**config.mk**
```make
export PLATFORM = sky130hd
export DESIGN_NAME = pattern_sequencer
export DESIGN_NICKNAME = d
export VERILOG_FILES = /design/src/rtl/pattern_pkg.sv /design/src/rtl/pattern_table.sv /design/src/rtl/pattern_sequencer.sv
export SDC_FILE = /design/constraint.sdc
export NUM_CORES = 1
export LEC_CHECK = 0
export BUFFER_PORTS_ARGS = -buffer_cell sky130_fd_sc_hd__buf_2
export CAP_MARGIN = 30
export CORE_MARGIN = 5
export CORE_UTILIZATION = 52
export DETAILED_ROUTE_END_ITERATION = 10
export GPL_TIMING_DRIVEN = 0
export PLACE_DENSITY = 0.7
export SLEW_MARGIN = 40
export SYNTH_ARGS = -nofsm -noshare
export SYNTH_HDL_FRONTEND = slang
export SYNTH_SLANG_ARGS = --single-unit
export TNS_END_PERCENT = 30
```
**constraint.sdc**
```tcl
create_clock -name clk -period 6.24 [get_ports clk]
set_clock_uncertainty 0.2 [all_clocks]
set_input_delay 1.248 -clock clk [delete_from_list [all_inputs] [get_ports clk]]
set_output_delay 1.248 -clock clk [all_outputs]
set_load 0.005 [all_outputs]
```
**src/rtl/pattern_pkg.sv**
```systemverilog
// Shared types and constants for the pattern sequencer: mode encodings, frame geometry
// and the layout of one configuration-table entry.
package pattern_pkg;

  typedef enum logic [2:0] {
    MODE_OFF = 3'd0,
    REGULAR  = 3'd1,
    CONST    = 3'd2,
    WHITE1X1 = 3'd3,
    BLACK1X1 = 3'd4,
    WHITE2X2 = 3'd5,
    BLACK2X2 = 3'd6,
    RAMP     = 3'd7
  } mode_e;

  localparam int LINES       = 24;
  localparam int ACT_REGULAR = 4096;
  localparam int ACT_OTHER   = 1290;
  localparam int ENTRIES     = 8;
  localparam int ENTRY_W     = 23;

  // Bit layout matches cfg_wdata: [22:20] mode, [19:18] X, [17:16] Y, [15:4] constVal, [3:0] frames-1.
  typedef struct packed {
    mode_e       mode;
    logic [1:0]  x;
    logic [1:0]  y;
    logic [11:0] const_val;
    logic [3:0]  frames_m1;
  } entry_t;

  typedef enum logic [1:0] {
    ST_IDLE,
    ST_LOAD,
    ST_LINE,
    ST_VGAP
  } state_e;

  // Last pixel-counter value of a line: P - 1 = ACT + H_BLANK.
  function automatic logic [12:0] line_last(logic [2:0] mode, int h_blank);
    return 13'(((mode == REGULAR) ? ACT_REGULAR : ACT_OTHER) + h_blank);
  endfunction

endpackage

```
**src/rtl/pattern_table.sv**
```systemverilog
// 8-entry configuration store for the sequencer: synchronous write, combinational read,
// cleared by reset so a restart after reset always sees an all-zero table.
module pattern_table
  import pattern_pkg::*;
(
  input  logic               clk,
  input  logic               rst_n,
  input  logic               wr_en,
  input  logic [2:0]         wr_addr,
  input  logic [ENTRY_W-1:0] wr_data,
  input  logic [2:0]         rd_addr,
  output logic [ENTRY_W-1:0] rd_data
);

  logic [ENTRY_W-1:0] mem_q [ENTRIES];
  logic [ENTRY_W-1:0] mem_d [ENTRIES];

  always_comb begin
    mem_d = mem_q;
    if (wr_en) mem_d[wr_addr] = wr_data;
  end

  // NOTE: this storage is reset on purpose -- a restart after reset must replay an all-zero
  // table -- so it lands in flops rather than a RAM macro, which could not be cleared this way.
  always_ff @(posedge clk or negedge rst_n) begin
    if (!rst_n) begin
      for (int i = 0; i < ENTRIES; i++) mem_q[i] <= '0;
    end else begin
      mem_q <= mem_d;
    end
  end

  assign rd_data = mem_q[rd_addr];

endmodule

```
**src/rtl/pattern_sequencer.sv**
```systemverilog
// Table-driven frame sequencer: walks the configured entries, times lines and vertical
// blanking, and drives sync plus held pattern settings to the pattern generator.
module pattern_sequencer
  import pattern_pkg::*;
#(
  parameter int H_BLANK = 16,
  parameter int V_BLANK = 32
) (
  input  logic        clk,
  input  logic        rst_n,
  input  logic        cfg_we,
  input  logic [2:0]  cfg_addr,
  input  logic [22:0] cfg_wdata,
  input  logic [2:0]  last_idx,
  input  logic        loop_en,
  input  logic        start,
  input  logic        stop,
  output logic        f_sync,
  output logic        sync,
  output logic [2:0]  Mode,
  output logic [1:0]  X,
  output logic [1:0]  Y,
  output logic [11:0] constVal,
  output logic        busy,
  output logic [2:0]  entry_idx,
  output logic        frame_done,
  output logic        seq_done
);

  localparam logic [9:0] VC_LAST   = 10'(V_BLANK - 1);
  localparam logic [4:0] LINE_LAST = 5'(LINES - 1);

  state_e      state_q, state_d;
  logic [2:0]  entry_idx_q, entry_idx_d;
  logic [12:0] pc_q, pc_d;
  logic [4:0]  line_q, line_d;
  logic [9:0]  vc_q, vc_d;
  logic [4:0]  frames_left_q, frames_left_d;
  logic        stop_pending_q, stop_pending_d;
  logic [2:0]  mode_q, mode_d;
  logic [1:0]  x_q, x_d;
  logic [1:0]  y_q, y_d;
  logic [11:0] const_val_q, const_val_d;
  logic        sync_q, sync_d;
  logic        f_sync_q, f_sync_d;
  logic        frame_done_q, frame_done_d;
  logic        seq_done_q, seq_done_d;

  logic [ENTRY_W-1:0] rd_data;
  entry_t             rd_entry;
  logic [12:0]        pc_last;

  assign busy     = (state_q != ST_IDLE);
  assign rd_entry = entry_t'(rd_data);
  assign pc_last  = line_last(mode_q, H_BLANK);

  pattern_table u_table (
    .clk     (clk),
    .rst_n   (rst_n),
    .wr_en   (cfg_we && !busy),
    .wr_addr (cfg_addr),
    .wr_data (cfg_wdata),
    .rd_addr (entry_idx_q),
    .rd_data (rd_data)
  );

  // NOTE: every variable gets its hold value before the case statement, so no path through
  // this block leaves one unassigned and no latch is inferred.
  always_comb begin
    state_d        = state_q;
    entry_idx_d    = entry_idx_q;
    pc_d           = pc_q;
    line_d         = line_q;
    vc_d           = vc_q;
    frames_left_d  = frames_left_q;
    stop_pending_d = stop_pending_q;
    mode_d         = mode_q;
    x_d            = x_q;
    y_d            = y_q;
    const_val_d    = const_val_q;
    seq_done_d     = 1'b0;

    if (state_q != ST_IDLE && stop) stop_pending_d = 1'b1;

    unique case (state_q)
      ST_IDLE: begin
        // Clearing here also discards a stop that arrives together with start.
        stop_pending_d = 1'b0;
        if (start) begin
          state_d     = ST_LOAD;
          entry_idx_d = 3'd0;
        end
      end
      ST_LOAD: begin
        mode_d        = rd_entry.mode;
        x_d           = rd_entry.x;
        y_d           = rd_entry.y;
        const_val_d   = rd_entry.const_val;
        frames_left_d = {1'b0, rd_entry.frames_m1} + 5'd1;
        pc_d          = '0;
        line_d        = '0;
        state_d       = ST_LINE;
      end
      ST_LINE: begin
        if (pc_q == pc_last) begin
          pc_d = '0;
          if (line_q != LINE_LAST) begin
            line_d = line_q + 5'd1;
          end else begin
            vc_d    = '0;
            state_d = ST_VGAP;
          end
        end else begin
          pc_d = pc_q + 13'd1;
        end
      end
      ST_VGAP: begin
        if (vc_q == VC_LAST) begin
          frames_left_d = frames_left_q - 5'd1;
          pc_d          = '0;
          line_d        = '0;
          if (stop_pending_q) begin
            state_d = ST_IDLE;
          end else if (frames_left_d != 5'd0) begin
            state_d = ST_LINE;
          end else if (entry_idx_q < last_idx) begin
            entry_idx_d = entry_idx_q + 3'd1;
            state_d     = ST_LOAD;
          end else if (loop_en) begin
            entry_idx_d = 3'd0;
            state_d     = ST_LOAD;
          end else begin
            seq_done_d = 1'b1;
            state_d    = ST_IDLE;
          end
        end else begin
          vc_d = vc_q + 10'd1;
        end
      end
      default: state_d = ST_IDLE;
    endcase

    // Strobes are derived from next-state values so the registered copies line up with the
    // counters they describe.
    sync_d       = (state_d == ST_LINE) && (pc_d == '0);
    f_sync_d     = sync_d && (line_d == '0);
    frame_done_d = (state_d == ST_VGAP) && (vc_d == VC_LAST);
  end

  // NOTE: non-blocking assignments keep every flop sampling pre-edge values, so the order
  // of the statements below has no effect on behaviour.
  always_ff @(posedge clk or negedge rst_n) begin
    if (!rst_n) begin
      state_q        <= ST_IDLE;
      entry_idx_q    <= '0;
      pc_q           <= '0;
      line_q         <= '0;
      vc_q           <= '0;
      frames_left_q  <= '0;
      stop_pending_q <= 1'b0;
      mode_q         <= '0;
      x_q            <= '0;
      y_q            <= '0;
      const_val_q    <= '0;
      sync_q         <= 1'b0;
      f_sync_q       <= 1'b0;
      frame_done_q   <= 1'b0;
      seq_done_q     <= 1'b0;
    end else begin
      state_q        <= state_d;
      entry_idx_q    <= entry_idx_d;
      pc_q           <= pc_d;
      line_q         <= line_d;
      vc_q           <= vc_d;
      frames_left_q  <= frames_left_d;
      stop_pending_q <= stop_pending_d;
      mode_q         <= mode_d;
      x_q            <= x_d;
      y_q            <= y_d;
      const_val_q    <= const_val_d;
      sync_q         <= sync_d;
      f_sync_q       <= f_sync_d;
      frame_done_q   <= frame_done_d;
      seq_done_q     <= seq_done_d;
    end
  end

  assign f_sync     = f_sync_q;
  assign sync       = sync_q;
  assign Mode       = mode_q;
  assign X          = x_q;
  assign Y          = y_q;
  assign constVal   = const_val_q;
  assign entry_idx  = entry_idx_q;
  assign frame_done = frame_done_q;
  assign seq_done   = seq_done_q;

endmodule
```
==> qor.csv <==
stage;metric;value;unit
outcome;status;complete, no violations;
yosys;syn_avg_cell_area;13.4;µm²
placement;io_buffer_count;61;
drt;first_pass_iters;5;
setup_path;crit_fanout;10;
clocking;root_buffer;clkbuf_16;
setup_path;crit_arrival;1.95;ns
yosys;syn-cell-area;0.0116;mm²
final_layout;drive_gt1_frac;0.369;
setup_path;r2r_cells;6;
yosys;synthXorXnorAreaFrac;0.00606;
global_routing;grt_pass1_vias;7536;
yosys;synth_edf_count;0;
timing;min_period;3.40;ns
final_layout;fillers;1742;
yosys;syn_nets;910;
placement;dp.cells;1210;
run;drv_cap;0;
setup_path;crit_type;reg -> out;
final_layout;diodes;0;
yosys;synth.area.mux_share;0.295;
timing;hold_viol;0;
drt;dr_total_vias;7400;
drt;drt_iter0_drc;466;
final_layout;multi_input_area;0.00516;mm²
clocking;clk_pin_slew;0.06;ns
global_routing;grt-ovfl-total;0;
yosys;synth_compound_area_frac;0.0556;
placement;gp_congestion;0.789;
floorplanning;coreArea;0.0219;mm²
global_routing;grt_max_degree;77;
yosys;synth_area_leader_cell;dfrtp_1;
setup_path;r2r_slack;2.91;ns
yosys;synth_adder_area_share;0.00974;
floorplanning;std_cell_rows;54;
timing;max_freq;295;MHz
yosys;ys_types;61;
drt;routedWlPerCell;19.9;µm
yosys;ys.flop_type;dfrtp_1;
min_path;holdPathStages;2;
yosys;synthTopCellsByArea;dfrtp_1 (53%), mux2_2 (18%), mux4_2 (9.0%);
yosys;async_reset_ff_frac;1.00;
yosys;yosysMostFrequentCell;dfrtp_1;
placement;dpl.hpwl;16.6;mm
yosys;netlist_top_cells_count;dfrtp_1 (246), mux2_2 (186), nand2_1 (59);
floorplanning;initial_core_util;0.528;
min_path;hp-start;constVal[4];
min_path;whs_endpoint;constVal[4];
floorplanning;fp.dieArea;0.0253;mm²
yosys;yosys_warnings;0;
clocking;cts_tree;yes;
global_routing;antenna_found_initial;2;
final_layout;synthToLayoutAreaGrowth;14.4;%
clocking;cts.path.max_buffers;3;
power_and_ir_drop;ir_drop;0.215;mV
timing;slew_viol_final;0;
setup_path;cp.buffers_inverters;3;
floorplanning;fp.dieW;159;µm
timing;rsz0062_at_grt;no;
yosys;ys_seq_area_frac;0.532;
clocking;cts-buffers-inserted;26;
yosys;synthCells;866;
final_layout;regArea;0.00616;mm²
clocking;cts_resized;0;
yosys;yosys_register_bits;246;
setup_path;path_delay_family;simple AND/OR/NAND/NOR gates;
floorplanning;num_io_pins;62;
drt;avgViaCountPerCell;5.89;
global_routing;grt_first_pass_wirelength;41.2;mm
final_layout;utilization;0.604;
power_and_ir_drop;p_leak;6.35;nW
drt;drc;0;
timing;fin_crit_sh;0.544;
clocking;cts.htree.levels;1;
timing;setup_viol;0;
timing;max_slew.worst_pin.slew;0.850;ns
setup_path;critPathSlowestCell;nor2_1;
yosys;synth-simple-area-share;0.0799;
timing;relSlewSlack;0.433;
setup_path;cp_cell_sequence;clkbuf_1 -> nor2_1 -> inv_1 -> buf_2;
power_and_ir_drop;power.density;247;mW/mm²
power_and_ir_drop;total_power;0.00327;W
min_path;hold_class;reg -> reg;
clocking;post_cts_buffers;0;
clocking;ctsHoldBuffers;0;
setup_path;cp-start-kind;register;
floorplanning;die_h;159;µm
setup_path;r2r-end;constVal[10];
setup_path;r2r_start;entry_idx[1];
setup_path;cp_slowest_stage_delay;0.52;ns
final_layout;fin_cells;1257;
setup_path;cp.required;4.79;ns
yosys;synth_top_family_by_area;multiplexers;
global_routing;grt_usage;0.199;
final_layout;layout.nets;1002;
clocking;worstSkewPairLatency;0.54;ns
yosys;synth_top_area_frac;0.532;
setup_path;worst_setup_path_end_kind;primary output;
drt;ant_nets;0;
setup_path;critical_path_depth;4;
drt;routed_wl;25.1;mm
clocking;clkSinkCount;246;
area by class of cell:
class	instances	area share
Clock buffer	36	0.0566
Clock inverter	11	0.0121
Sequential cell	246	0.466
Buffer	52	0.0162
Tap cell	280	0.0265
Timing Repair Buffer	64	0.0301
Inverter	10	0.00284
Multi-Input combinational cell	558	0.390
power by group:
| group | switching (W) | internal (W) |
|---|---|---|
| Combinational | 0.0000542 | 0.0000184 |
| Sequential | 0.000000308 | 0.00160 |
| Clock | 0.000635 | 0.000965 |
| Total | 0.000689 | 0.00258 |
how the worst max path moves through the flow:
stage / start / to / slack (ns)
global route: state_q[0] / busy / 2.68
global placement: rst_n / u_table.mem_q[109] / -0.75
CTS: state_q[0] / busy / 2.85
detailed placement: entry_idx[1] / constVal[10] / 2.85
floorplan: last_idx[1] / entry_idx[2] / 3.34
finish: state_q[0] / busy / 2.84
registers in the layout (all words and copies together), names as in the netlist, 2 cells and up:
register,count
frames_left_q,5
u_table.mem_q,184
state_q,2
entry_idx,3
Y,2
pc_q,13
constVal,12
Mode,3
vc_q,10
line_q,5
X,2
tightest hold or removal path, delay by kind of cell, from the launching register on:
family	cells	cell delay [ns]
compound gates	1	0.06
flops	1	0.34
simple gates	1	0.04
metal layers:
| layer | global-route usage | up-vias | routed length [µm] |
|---|---|---|---|
| met3 | 0.0334 | 36 | 1130 |
| met5 | 0 | - | 14 |
| li1 | - | 3400 | - |
| met1 | 0.283 | 3817 | 11300 |
| met4 | 0.0368 | 4 | 399 |
| met2 | 0.330 | 143 | 12200 |
cell usage in the layout, fill, tap and decap left out, types with 6 or more instances in the layout:
cell         n
clkbuf_1    29
o21ai_0     48
a21oi_1     15
nor2_1      22
mux2_2     186
mux2i_1     28
and3_1      11
nand2_1     59
nor3_1      13
dfrtp_1    246
nand2b_1     8
nor4_1       7
nand3_1     15
buf_2       71
ha_1         9
buf_1       14
inv_1       10
mux4_2      46
clkbuf_8     6
clkbuf_16   26
nand4_1      9
cell families (layout without fill, tap and decap cells):
group / Yosys count / after routing
compound gates: 103 / 103
xor+xnor: 8 / 8
buf+inv: 62 / 173
fa+ha+maj: 9 / 9
simple gates: 178 / 178
flops: 246 / 246
mux: 260 / 260
metrics by stage:
stage | hold WS [ns] | setup TNS [ns] | instance area (µm²) | worst slack [ns]
3_5_place_dp | 0.266 | 0 | 12300 | 2.85
2_1_floorplan | 0.273 | 0 | 11600 | 3.34
6_report | 0.273 | 0 | 13200 | 2.84
4_1_cts | 0.279 | 0 | 13200 | 2.85
3_3_place_gp | 0.259 | -178.96 | 12200 | -0.749
5_1_grt | 0.303 | 0 | 13200 | 2.68
(Power assumes the default switching activity.)
